## src/rtl/nw_align_reader.sv

```systemverilog
// rtl/nw_align_reader.sv - Needleman-Wunsch path memory reader streaming aligned character pairs.
// Walks the traceback path from (0,0) to (LENGTH-1,LENGTH-1) and emits one pair per legal step.
module nw_align_reader #(
  parameter int LENGTH      = 10,
  parameter int CWIDTH      = 2,
  parameter int CORD_LENGTH = 8,
  parameter int BYTE_SIZE   = 2 * CORD_LENGTH,
  parameter int ADDR_WIDTH  = 5
) (
  input  logic                       clk,
  input  logic                       reset,
  input  logic                       start,
  input  logic [ADDR_WIDTH:0]        path_len,
  input  logic [LENGTH*CWIDTH-1:0]   s1,
  input  logic [LENGTH*CWIDTH-1:0]   s2,
  output logic                       rd_en,
  output logic [ADDR_WIDTH-1:0]      raddr,
  input  logic [BYTE_SIZE-1:0]       rdata,
  output logic                       out_valid,
  input  logic                       out_ready,
  output logic [CWIDTH-1:0]          out_c1,
  output logic [CWIDTH-1:0]          out_c2,
  output logic                       out_gap1,
  output logic                       out_gap2,
  output logic                       out_last,
  output logic                       busy,
  output logic                       done,
  output logic                       error
);

  typedef enum logic [2:0] {IDLE, READ, WAIT, EMIT, DONE, ERR} state_t;

  localparam logic [ADDR_WIDTH:0]    MAX_PATH = (ADDR_WIDTH+1)'(2*LENGTH-1);
  localparam logic [CORD_LENGTH-1:0] LEN_C    = CORD_LENGTH'(LENGTH);
  localparam logic [CORD_LENGTH-1:0] LAST_C   = CORD_LENGTH'(LENGTH-1);
  localparam logic [CORD_LENGTH-1:0] ONE_C    = CORD_LENGTH'(1);
  localparam logic [CORD_LENGTH-1:0] ZERO_C   = '0;

  state_t                  state_q;
  logic [ADDR_WIDTH-1:0]   cur_addr_q, raddr_q;
  logic [CORD_LENGTH-1:0]  px_q, py_q;
  logic                    first_q, rd_en_q;
  logic                    out_valid_q, out_gap1_q, out_gap2_q, out_last_q;
  logic [CWIDTH-1:0]       out_c1_q, out_c2_q;
  logic                    busy_q, done_q, error_q;

  logic [CORD_LENGTH-1:0]  rx, ry, dx, dy;
  logic                    ent_ok, ent_g1, ent_g2, ent_last;
  logic [CWIDTH-1:0]       ent_c1, ent_c2;

  function automatic logic [CWIDTH-1:0] char_at(input logic [LENGTH*CWIDTH-1:0] str,
                                                input logic [CORD_LENGTH-1:0]   idx);
    logic [CWIDTH-1:0] c;
    c = '0;
    for (int j = 0; j < LENGTH; j++) begin
      if (idx == CORD_LENGTH'(j)) c = str[(LENGTH-1-j)*CWIDTH +: CWIDTH];
    end
    return c;
  endfunction

  // Classify the entry returned by memory against the previous coordinate.
  always_comb begin
    rx       = rdata[BYTE_SIZE-1 -: CORD_LENGTH];
    ry       = rdata[CORD_LENGTH-1:0];
    dx       = rx - px_q;
    dy       = ry - py_q;
    ent_ok   = 1'b1;
    ent_c1   = '0;
    ent_c2   = '0;
    ent_g1   = 1'b0;
    ent_g2   = 1'b0;
    ent_last = (cur_addr_q == '0);
    if (first_q) begin
      if (rx != ZERO_C || ry != ZERO_C) ent_ok = 1'b0;
      ent_c1 = char_at(s1, ZERO_C);
      ent_c2 = char_at(s2, ZERO_C);
    end else if (rx >= LEN_C || ry >= LEN_C) begin
      ent_ok = 1'b0;
    end else if (dx == ONE_C && dy == ONE_C) begin
      ent_c1 = char_at(s1, ry);
      ent_c2 = char_at(s2, rx);
    end else if (dx == ZERO_C && dy == ONE_C) begin
      ent_c1 = char_at(s1, ry);
      ent_g2 = 1'b1;
    end else if (dx == ONE_C && dy == ZERO_C) begin
      ent_g1 = 1'b1;
      ent_c2 = char_at(s2, rx);
    end else begin
      ent_ok = 1'b0;
    end
    if (ent_last && (rx != LAST_C || ry != LAST_C)) ent_ok = 1'b0;
  end

  always_ff @(posedge clk) begin
    if (reset) begin
      state_q     <= IDLE;
      cur_addr_q  <= '0;
      raddr_q     <= '0;
      px_q        <= '0;
      py_q        <= '0;
      first_q     <= 1'b0;
      rd_en_q     <= 1'b0;
      out_valid_q <= 1'b0;
      out_c1_q    <= '0;
      out_c2_q    <= '0;
      out_gap1_q  <= 1'b0;
      out_gap2_q  <= 1'b0;
      out_last_q  <= 1'b0;
      busy_q      <= 1'b0;
      done_q      <= 1'b0;
      error_q     <= 1'b0;
    end else begin
      case (state_q)
        IDLE: begin
          if (start) begin
            busy_q  <= 1'b1;
            done_q  <= 1'b0;
            error_q <= 1'b0;
            if (path_len == '0 || path_len > MAX_PATH) begin
              busy_q  <= 1'b0;
              error_q <= 1'b1;
              state_q <= ERR;
            end else begin
              cur_addr_q <= path_len[ADDR_WIDTH-1:0] - ADDR_WIDTH'(1);
              raddr_q    <= path_len[ADDR_WIDTH-1:0] - ADDR_WIDTH'(1);
              rd_en_q    <= 1'b1;
              first_q    <= 1'b1;
              state_q    <= READ;
            end
          end
        end
        READ: begin
          rd_en_q <= 1'b0;
          state_q <= WAIT;
        end
        WAIT: begin
          if (ent_ok) begin
            px_q        <= rx;
            py_q        <= ry;
            first_q     <= 1'b0;
            out_c1_q    <= ent_c1;
            out_c2_q    <= ent_c2;
            out_gap1_q  <= ent_g1;
            out_gap2_q  <= ent_g2;
            out_last_q  <= ent_last;
            out_valid_q <= 1'b1;
            state_q     <= EMIT;
          end else begin
            busy_q  <= 1'b0;
            error_q <= 1'b1;
            state_q <= ERR;
          end
        end
        EMIT: begin
          if (out_ready) begin
            out_valid_q <= 1'b0;
            out_c1_q    <= '0;
            out_c2_q    <= '0;
            out_gap1_q  <= 1'b0;
            out_gap2_q  <= 1'b0;
            out_last_q  <= 1'b0;
            if (out_last_q) begin
              busy_q  <= 1'b0;
              done_q  <= 1'b1;
              state_q <= DONE;
            end else begin
              cur_addr_q <= cur_addr_q - ADDR_WIDTH'(1);
              raddr_q    <= cur_addr_q - ADDR_WIDTH'(1);
              rd_en_q    <= 1'b1;
              state_q    <= READ;
            end
          end
        end
        DONE: state_q <= IDLE;
        ERR: begin
          out_valid_q <= 1'b0;
          state_q     <= IDLE;
        end
        default: state_q <= IDLE;
      endcase
    end
  end

  assign rd_en     = rd_en_q;
  assign raddr     = raddr_q;
  assign out_valid = out_valid_q;
  assign out_c1    = out_c1_q;
  assign out_c2    = out_c2_q;
  assign out_gap1  = out_gap1_q;
  assign out_gap2  = out_gap2_q;
  assign out_last  = out_last_q;
  assign busy      = busy_q;
  assign done      = done_q;
  assign error     = error_q;

endmodule

```

## config.mk

```make
export PLATFORM = sky130hd
export DESIGN_NAME = nw_align_reader
export DESIGN_NICKNAME = d
export VERILOG_FILES = /design/src/rtl/nw_align_reader.sv
export SDC_FILE = /design/constraint.sdc
export NUM_CORES = 1
export LEC_CHECK = 0
export BUFFER_PORTS_ARGS = -buffer_cell sky130_fd_sc_hd__buf_4
export CORE_UTILIZATION = 49
export CTS_CLUSTER_DIAMETER = 80
export DETAILED_ROUTE_END_ITERATION = 8
export PLACE_DENSITY = 0.87
export SLEW_MARGIN = 20
export SYNTH_ARGS = -nofsm -noshare
export SYNTH_HDL_FRONTEND = slang
export SYNTH_SLANG_ARGS = --single-unit
```

## constraint.sdc

```tcl
create_clock -name clk -period 2.84 [get_ports clk]
set_input_delay 0 -clock clk [delete_from_list [all_inputs] [get_ports clk]]
set_output_delay 0 -clock clk [all_outputs]
set_load 0.01 [all_outputs]
```

[Word level (Yosys, flattened, before mapping)]
Cells that the tools add are included.
Widths: inputs -> output; s select.
Storage, ports and cells
  memory bits (writable): 0
  bits in latches: 0
  word-level logic and storage cells: 178
  bits of input ports: 66
  register bits: 37
  ROM bits: 0
  memories kept: 0
Operators by class
  add/subtract/negate cells: 4
  shifts and indexed selects: 0
  order comparisons: 3
  equal/unequal tests: 33
  bitwise logic cells: 0
  $mul: 0
  reduce and logical (&&, ||, !) cells: 33
  divide/modulo/power cells: 0
  muxes and demuxes: 90
Operators by type and width (count)
  $eq 8x3->1 const B: 8
  $mux 2: 32
  $mux 1: 36
  $eq 8x1->1 const B: 4
  $eq 8x2->1 const B: 4
  $eq 8x4->1 const B: 4
  $logic_not 8->1: 4
  $mux 5: 4
  $ge 8x4->1 const B: 2
  $ne 8x4->1 const B: 2
  $reduce_bool 8->1: 2
  $sub 8x8->8: 2
  $mux 3: 5
  $reduce_and 5->1: 3
  $ne 2x2->1 const B: 7
  $pmux 1 s2: 6
  $pmux 3 s4: 1
  $pmux 5 s2: 1
  $sub 5x1->5 const B: 2
  $pmux 1 s3: 3
  $reduce_and 3->1: 3
  $reduce_bool 3->1: 3
  $pmux 2 s2: 2
  $reduce_and 4->1: 2
  11 further kinds: 21

[Longest topological paths before layout]
Gate-level depths: netlist (run 1).
  depth in word-level cells: 18
  mapped depth: 14
  gate-level depth less buffers: 11

[Worst setup path after synthesis (run 1)]
Ideal clock, no wire load.
  path kind: input -> register
  start: input rdata[8]
  end: register state_q[1]
  stages: 13
  setup slack: -0.022 ns
  library setup time: 0.079 ns
  data arrival time: 2.783 ns
  data required time: 2.761 ns
  path through: clkbuf_1 -> inv_1 -> ha_1 -> fa_1 -> nand4b_1 -> a221o_1 -> a2111oi_4 -> o2111ai_2 -> o31ai_2 -> buf_6 -> buf_12 -> nand3b_4 -> a211oi_2
Between the ends
  cells in the longest elaborated chain, start to end: 11
  elaborated cells on any way between the ends: 22
  classes of those cells: 1 x add/sub; 1 x order compare; 2 x eq/ne; 9 x mux; 9 x reduce/logical
Ends and longest elaborated chain
  from (decl): line 18  | input logic [BYTE_SIZE-1:0] rdata,
  $sub 8x8->8: line 65  | dx = rx - px_q;
  $eq 8x1->1: line 79, 85
  $logic_and 1x1->1: line 85  | end else if (dx == ONE_C && dy == ZERO_C) begin
  $mux 1: line 85
  $mux 1: line 82  | end else if (dx == ZERO_C && dy == ONE_C) begin
  $mux 1: line 79  | end else if (dx == ONE_C && dy == ONE_C) begin
  $mux 1: line 77  | end else if (rx >= LEN_C || ry >= LEN_C) begin
  $mux 1: line 73  | if (first_q) begin
  $mux 1 *: line 91  | if (ent_last && (rx != LAST_C || ry != LAST_C)) ent_ok = 1'b0;
  $mux 3 *: line 137  | if (ent_ok) begin
  $pmux 3 s4 *: line 113  | case (state_q)
  to (signal assigned): line 96  | state_q <= IDLE;
  to (signal assigned): line 122  | state_q <= ERR;
  to (signal assigned): line 134  | state_q <= WAIT;
  to (decl): line 39  | state_t state_q;
Mark *: on every way between the ends. The rest lies on a longest branch, timed or not.
A chain may end at the register's enable or synchronous reset.

[Worst setup path after layout (run 1)]
  start: register py_q[0]
  end: register py_q[0]
Between the ends
  cells in the longest elaborated chain, start to end: 10
  elaborated cells on any way between the ends: 13
  classes of those cells: 1 x add/sub; 1 x eq/ne; 6 x mux; 5 x reduce/logical
Ends and longest elaborated chain
  from (decl): line 41  | logic [CORD_LENGTH-1:0] px_q, py_q;
  from (signal assigned): line 139  | py_q <= ry;
  $sub 8x8->8 *: line 66  | dy = ry - py_q;
  $logic_not 8->1: line 85
  $logic_and 1x1->1: line 85
  $mux 1: line 85
  $mux 1: line 82
  $mux 1 *: line 79
  $mux 1 *: line 77
  $mux 1 *: line 73
  $mux 1 *: line 91
  $reduce_and 2->1 (no source line) *
Marks and branches as above.

==> results of run 1 <==
## metrics by stage
stage | std cells | area [µm²] | setup TNS, ns | util
after global routing | 550 | 4100 | -2.70 | 0.680
after CTS | 547 | 4000 | 0 | 0.663
final | 550 | 4100 | -0.00364 | 0.680
after global placement | 538 | 3830 | 0 | 0.635
after detailed placement | 538 | 3830 | -0.298 | 0.635
after floorplan | 387 | 3130 | 0 | -
## layout by cell type (no fill, tap or decap), drive strengths merged, types with 14 or more instances in the layout
cell / instances
a21oi: 31
buf: 98
dfxtp: 37
ha: 15
inv: 30
mux2i: 22
nand2: 30
nor2: 26
nor3: 14
o21ai: 26
## registers in the layout, summed over array words and instances (netlist names)
register   cells
px_q           8
py_q           8
raddr          5
state_q        3
out_c1         2
out_c2         2
busy           1
done           1
error          1
first_q        1
out_gap1       1
out_gap2       1
out_last       1
out_valid      1
rd_en          1
## final timing paths
path	start	endpoint	slack [ns]	depth (start not counted)
worst min register to register	px_q[6]$_SDFFE_PP0P_	px_q[6]$_SDFFE_PP0P_	0.45	2
worst max register to register	py_q[0]$_SDFFE_PP0P_	py_q[0]$_SDFFE_PP0P_	-0.004	10
worst max-delay path	py_q[0]$_SDFFE_PP0P_	py_q[0]$_SDFFE_PP0P_	-0.004	10
worst min-delay path	rdata[10]	px_q[2]$_SDFFE_PP0P_	0.02	3
## cells by family (layout without fill, tap and decap cells)
group / Yosys count / in the layout
mux: 27 / 27
buf+inv: 49 / 136
compound gates: 119 / 119
flops: 37 / 37
xor+xnor: 5 / 5
fa+ha+maj: 17 / 17
simple gates: 133 / 134
## critical path: cells and delay by family, from the launching register on
family	cells	cell delay, ns
compound gates	5	1.29
fa+ha+maj	2	0.68
flops	1	0.34
simple gates	2	0.24
buf+inv	1	0.22
## power groups by stage
| stage | sequential, mW | clock [mW] | combinational (mW) |
|---|---|---|---|
| after global routing | 0.591 | 0.488 | 0.595 |
| final | 0.586 | 0.464 | 0.543 |
| after CTS | 0.584 | 0.462 | 0.518 |
| after global placement | 0.595 | 0 | 0.493 |
| after floorplan | 0.593 | 0 | 0.320 |
| after detailed placement | 0.595 | 0 | 0.506 |
## metal layers
layer  up-vias  wire [µm]
met5         -          0
met4         0        150
met3        18        547
met2       145       4630
met1      1612       3620
li1       1623          -
## cell type report
type	count	area, µm²	area share
clock buffer	6	72.6	0.0177
tap	75	93.8	0.0229
clock inverter	2	38.8	0.00947
inverter	30	113	0.0275
timing repair buffer	98	759	0.185
sequential	37	742	0.181
multi-input combinational	302	2280	0.556
## timing repair
item / in CTS / in global routing
gates resized for setup: 8 / 13
setup endpoints to repair: 22 / 29
pin swaps: 4 / 9
buffers inserted: 0 / 3
hold endpoints to repair: 0 / 0
cloned: 1 / 0
==> impl_metrics.env, run 1 <==
export IMPL_status="finished with violations"
export IMPL_failed_checks="negative setup slack"
export IMPL_p_sw_frac=0.339
export IMPL_synth_top_family_by_area="compound AO/OA/AOI/OAI gates"
export IMPL_vias_per_cell=6.18
export IMPL_worst_slew_pin_slew_ns=0.674
export IMPL_skew_ns=0.00755
export IMPL_grtUsageMet2=0.488
export IMPL_antenna_found_initial=0
export IMPL_synth_xor_area_frac=0.0164
export IMPL_grt_pass1_vias=3158
export IMPL_p_sw_mw=0.540
export IMPL_worstSetupStartpointType="flop"
export IMPL_synth_avg_cell_area_um2=8.09
export IMPL_p_clk_frac=0.291
export IMPL_synthAdderAreaFrac=0.0727
export IMPL_vias=3398
export IMPL_yosysSeqAreaShare=0.237
export IMPL_yosys_area_share_simple=0.241
export IMPL_synth_cell_types=79
export IMPL_fmax_ghz=0.352
export IMPL_fp_dieH_um=81.9
export IMPL_synth_area_leaders="dfxtp_1 24%, mux2i_1 7.0%, ha_1 6.0%, a21oi_1 4.8%, o21ai_0 4.2%"
export IMPL_drive_gt1_frac=0.320
export IMPL_drv_cap=0
export IMPL_track_usage=0.263
export IMPL_power_density_mw_per_mm2=389
export IMPL_dp_hpwl_mm=6.50
export IMPL_cts_sinks=37
export IMPL_synthCells=387
export IMPL_slew_headroom=0.549
export IMPL_gp_congestion=0.917
export IMPL_drtAntennaViolNets=0
export IMPL_grt_overflow=0
export IMPL_final_min_clock_period_ns=2.84
export IMPL_worst_ep_required_time_ns=3.05
export IMPL_cts_tree="yes"
export IMPL_dieArea_mm2=0.00671
export IMPL_path_clk_slew_ns=0.08
export IMPL_ys_ff_latch=37
export IMPL_p_int_mw=1.05
export IMPL_synth_compound_area_share=0.266
export IMPL_syn_num_nets=470
export IMPL_grt_pass1_wl_mm=13.9
export IMPL_ys_flop_type="dfxtp_1"
export IMPL_routed_wl_mm=8.95
export IMPL_crit_path_cell_trace="ha_4, fa_2, nand4b_1, a221o_1, a2111oi_4, o2111ai_4, o31ai_4, buf_6, nand4_1, a21oi_1"
export IMPL_core_area_mm2=0.00603
export IMPL_power_mw=1.59
export IMPL_met1_usage=0.317
export IMPL_drt_pre_antenna_iters=5
export IMPL_finalNetCount=557
export IMPL_rsz0062_at_grt="yes"
export IMPL_cp_arrival_ns=3.06
export IMPL_htree_levels=2
export IMPL_timing_hold_ws_ns=0.0233
export IMPL_cpPeakStageDelay_ns=0.52
export IMPL_cts_buffers=5
export IMPL_drt_initial_drc_count=270
export IMPL_grt_most_used_layer="met2"
export IMPL_grt_max_degree=36
export IMPL_die_width_um=81.9
export IMPL_final_max_slew_violation_count=0
export IMPL_met3_usage=0.0289
export IMPL_root_buffer="clkbuf_8"
export IMPL_start_util=0.520
export IMPL_area_delta_synth_final_pct=30.8
export IMPL_synth_top_area_share=0.237
export IMPL_cts_hold_fix_buffers=0
export IMPL_synth_edf_count=0
export IMPL_cp_slowest_cell="fa_2"
export IMPL_rows=28
export IMPL_yosysMostFrequentCell="dfxtp_1"
export IMPL_hold_class="in -> reg"
export IMPL_finalWorstSetupSlack_ns=-0.00364
export IMPL_yosys_warnings=0
export IMPL_setup_viol=1
export IMPL_endpoint_kind="flop"
export IMPL_path_max_fanout=16
export IMPL_synth_top_cell_by_area="dfxtp_1"
export IMPL_post_drt_wl_per_cell_um=16.3
export IMPL_post_route_period_util=1.00
export IMPL_port_buffers=82
export IMPL_max_vdd_ir_drop_uv=405
export IMPL_clk_latency_ns=0.29
export IMPL_ys_async_sr_fraction=0
export IMPL_p_seq_frac=0.368
export IMPL_hold_viol_final=0
export IMPL_diodes=0
export IMPL_leakage_nw=1.67
export IMPL_cts_max_path_buffers=2
export IMPL_combinationalPowerShare=0.341
export IMPL_post_place_ws_ns=-0.0715
export IMPL_drc=0
export IMPL_crit_type="reg -> reg"
export IMPL_io_pins=83
export IMPL_fill_cells=484
export IMPL_synthesis_area_mm2=0.00313
export IMPL_synthTopCellsByCount="37 x dfxtp_1, 30 x a21oi_1, 30 x inv_1, 30 x nand2_1"
export IMPL_muxShareOfSynthArea=0.0955
(Power assumes the default switching activity.)
==> inputs of run 2 (changes only) <==
- SKIP_CTS_REPAIR_TIMING: unset -> 1
- TNS_END_PERCENT: unset -> 50
==> impl_metrics.env, run 2 (same netlist as run 1, synthesis figures left out) <==
export IMPL_path_max_fanout=8
export IMPL_cpPeakStageDelay_ns=0.49
export IMPL_worst_slew_pin_slew_ns=0.687
export IMPL_path_clk_slew_ns=0.08
export IMPL_drc=0
export IMPL_htree_levels=2
export IMPL_final_min_clock_period_ns=2.84
export IMPL_slew_headroom=0.540
export IMPL_crit_start="px_q[5]$_SDFFE_PP0P_"
export IMPL_start_util=0.520
export IMPL_power_mw=1.59
export IMPL_design_area_mm2=0.00404
export IMPL_combinationalPowerShare=0.338
export IMPL_crit_family="simple AND/OR/NAND/NOR gates"
export IMPL_critPathBufInv=1
export IMPL_p_sw_mw=0.538
export IMPL_p_clk_frac=0.292
export IMPL_placed_area_mm2=0.00383
export IMPL_track_usage=0.259
export IMPL_dieArea_mm2=0.00671
export IMPL_grt_overflow=0
export IMPL_p_int_mw=1.05
export IMPL_io_pins=83
export IMPL_fp_dieH_um=81.9
export IMPL_drive_gt1_frac=0.315
export IMPL_rows=28
export IMPL_p_sw_frac=0.339
export IMPL_rsz0062_at_grt="yes"
export IMPL_finalNetCount=555
export IMPL_tns_ns=-0.000924
export IMPL_post_route_period_util=1.00
export IMPL_final_cell_count_no_fill=548
export IMPL_p_seq_frac=0.369
export IMPL_dp_hpwl_mm=6.50
export IMPL_endpoint_kind="flop"
export IMPL_post_drt_wl_per_cell_um=16.4
export IMPL_setup_worst_path_end="out_c1[0]$_SDFFE_PP0P_"
export IMPL_fmax_ghz=0.352
export IMPL_drt_initial_drc_count=301
export IMPL_worstSetupStartpointType="flop"
export IMPL_r2r_start="px_q[5]$_SDFFE_PP0P_"
export IMPL_status="finished with violations"
export IMPL_failed_checks="negative setup slack"
export IMPL_port_buffers=82
export IMPL_cp_arrival_ns=3.06
export IMPL_core_area_mm2=0.00603
export IMPL_worst_ep_required_time_ns=3.06
export IMPL_hold_class="in -> reg"
export IMPL_postLayoutCoreUtil=0.671
export IMPL_leakage_nw=1.65
export IMPL_routed_wl_mm=8.98
export IMPL_crit_path_cell_trace="inv_1, ha_1, a21oi_1, nand2_1, or4_4, a21oi_2, nand4b_2, o31ai_4, and3_4, mux2i_1"
export IMPL_root_buffer="clkbuf_8"
export IMPL_layout_commonest_cell="buf_4"
export IMPL_diodes=0
export IMPL_worst_path_stages=10
export IMPL_skew_ns=0.00586
export IMPL_vias_per_cell=6.20
export IMPL_area_delta_synth_final_pct=29.1
export IMPL_cts_tree="yes"
export IMPL_die_width_um=81.9
export IMPL_layout_common_cells="94 x buf_4, 36 x dfxtp_1, 30 x nand2_1, 30 x inv_1, 29 x a21oi_1"
export IMPL_grt_max_degree=36
export IMPL_gp_congestion=0.917
export IMPL_antenna_found_initial=0
export IMPL_setup_viol=1
export IMPL_max_vdd_ir_drop_uv=355
export IMPL_hold_viol_final=0
export IMPL_worstReg2RegEnd="out_c1[0]$_SDFFE_PP0P_"
export IMPL_clk_latency_ns=0.29
export IMPL_vias=3396
export IMPL_grt_pass1_wl_mm=13.7
export IMPL_finalWorstSetupSlack_ns=-0.000924
export IMPL_final_max_slew_violation_count=0
export IMPL_post_place_ws_ns=-0.0715
export IMPL_reg2reg_slack_ns=-0.0009
export IMPL_cts_sinks=37
export IMPL_cp_slowest_cell="or4_4"
export IMPL_dp_cells=538
export IMPL_fill_cells=498
export IMPL_cts_buffers=5
export IMPL_reg2reg_depth=10
export IMPL_crit_type="reg -> reg"
export IMPL_timing_hold_ws_ns=0.000110
export IMPL_drt_pre_antenna_iters=5
export IMPL_cts_max_path_buffers=2
export IMPL_drtAntennaViolNets=0
export IMPL_drv_cap=0
export IMPL_grt_pass1_vias=3124
export IMPL_power_density_mw_per_mm2=393
## run 2: worst min-delay path by stage
stage / startpoint / to / slack (ns) / cells past startpoint
CTS: rdata[3] / py_q[3]$_SDFFE_PP0P_ / 0.007 / 3
global route: rdata[11] / px_q[3]$_SDFFE_PP0P_ / 0.02 / 3
global placement: rdata[3] / py_q[3]$_SDFFE_PP0P_ / 0.31 / 3
detailed placement: rdata[3] / py_q[3]$_SDFFE_PP0P_ / 0.31 / 3
finish: rdata[3] / py_q[3]$_SDFFE_PP0P_ / 0.0001 / 3
floorplan: rdata[10] / px_q[2]$_SDFFE_PP0P_ / 0.15 / 2
## run 2: final cells by class
class,instances,area [µm²],area share
repair buffers,96,728,0.180
well taps,75,93.8,0.0232
multi-input cells,302,2260,0.558
clock buffers,6,72.6,0.0179
flip-flops and latches,37,742,0.183
clock inverters,2,38.8,0.00959
inverters,30,113,0.0278
## run 2: power groups by stage
| stage | sequential [mW] | combinational (mW) | clock [mW] |
|---|---|---|---|
| 2_1_floorplan | 0.593 | 0.320 | 0 |
| 3_3_place_gp | 0.595 | 0.493 | 0 |
| 3_5_place_dp | 0.595 | 0.506 | 0 |
| 4_1_cts | 0.584 | 0.508 | 0.462 |
| 5_1_grt | 0.590 | 0.590 | 0.489 |
| 6_report | 0.587 | 0.537 | 0.464 |
## run 2: worst register-to-register path, stage by stage (launching register included)
cell,delay (ns)
dfxtp_1,0.33
inv_1,0.07
ha_1,0.37
a21oi_1,0.19
nand2_1,0.09
or4_4,0.49
a21oi_2,0.14
nand4b_2,0.19
o31ai_4,0.34
and3_4,0.34
mux2i_1,0.22
## run 2: layer usage
metal	GRT usage	part of all wire	vias up
met5	0	0	-
met4	0.0719	0.019	0
met3	0.0300	0.059	23
met2	0.469	0.51	154
met1	0.318	0.41	1596
li1	-	-	1623
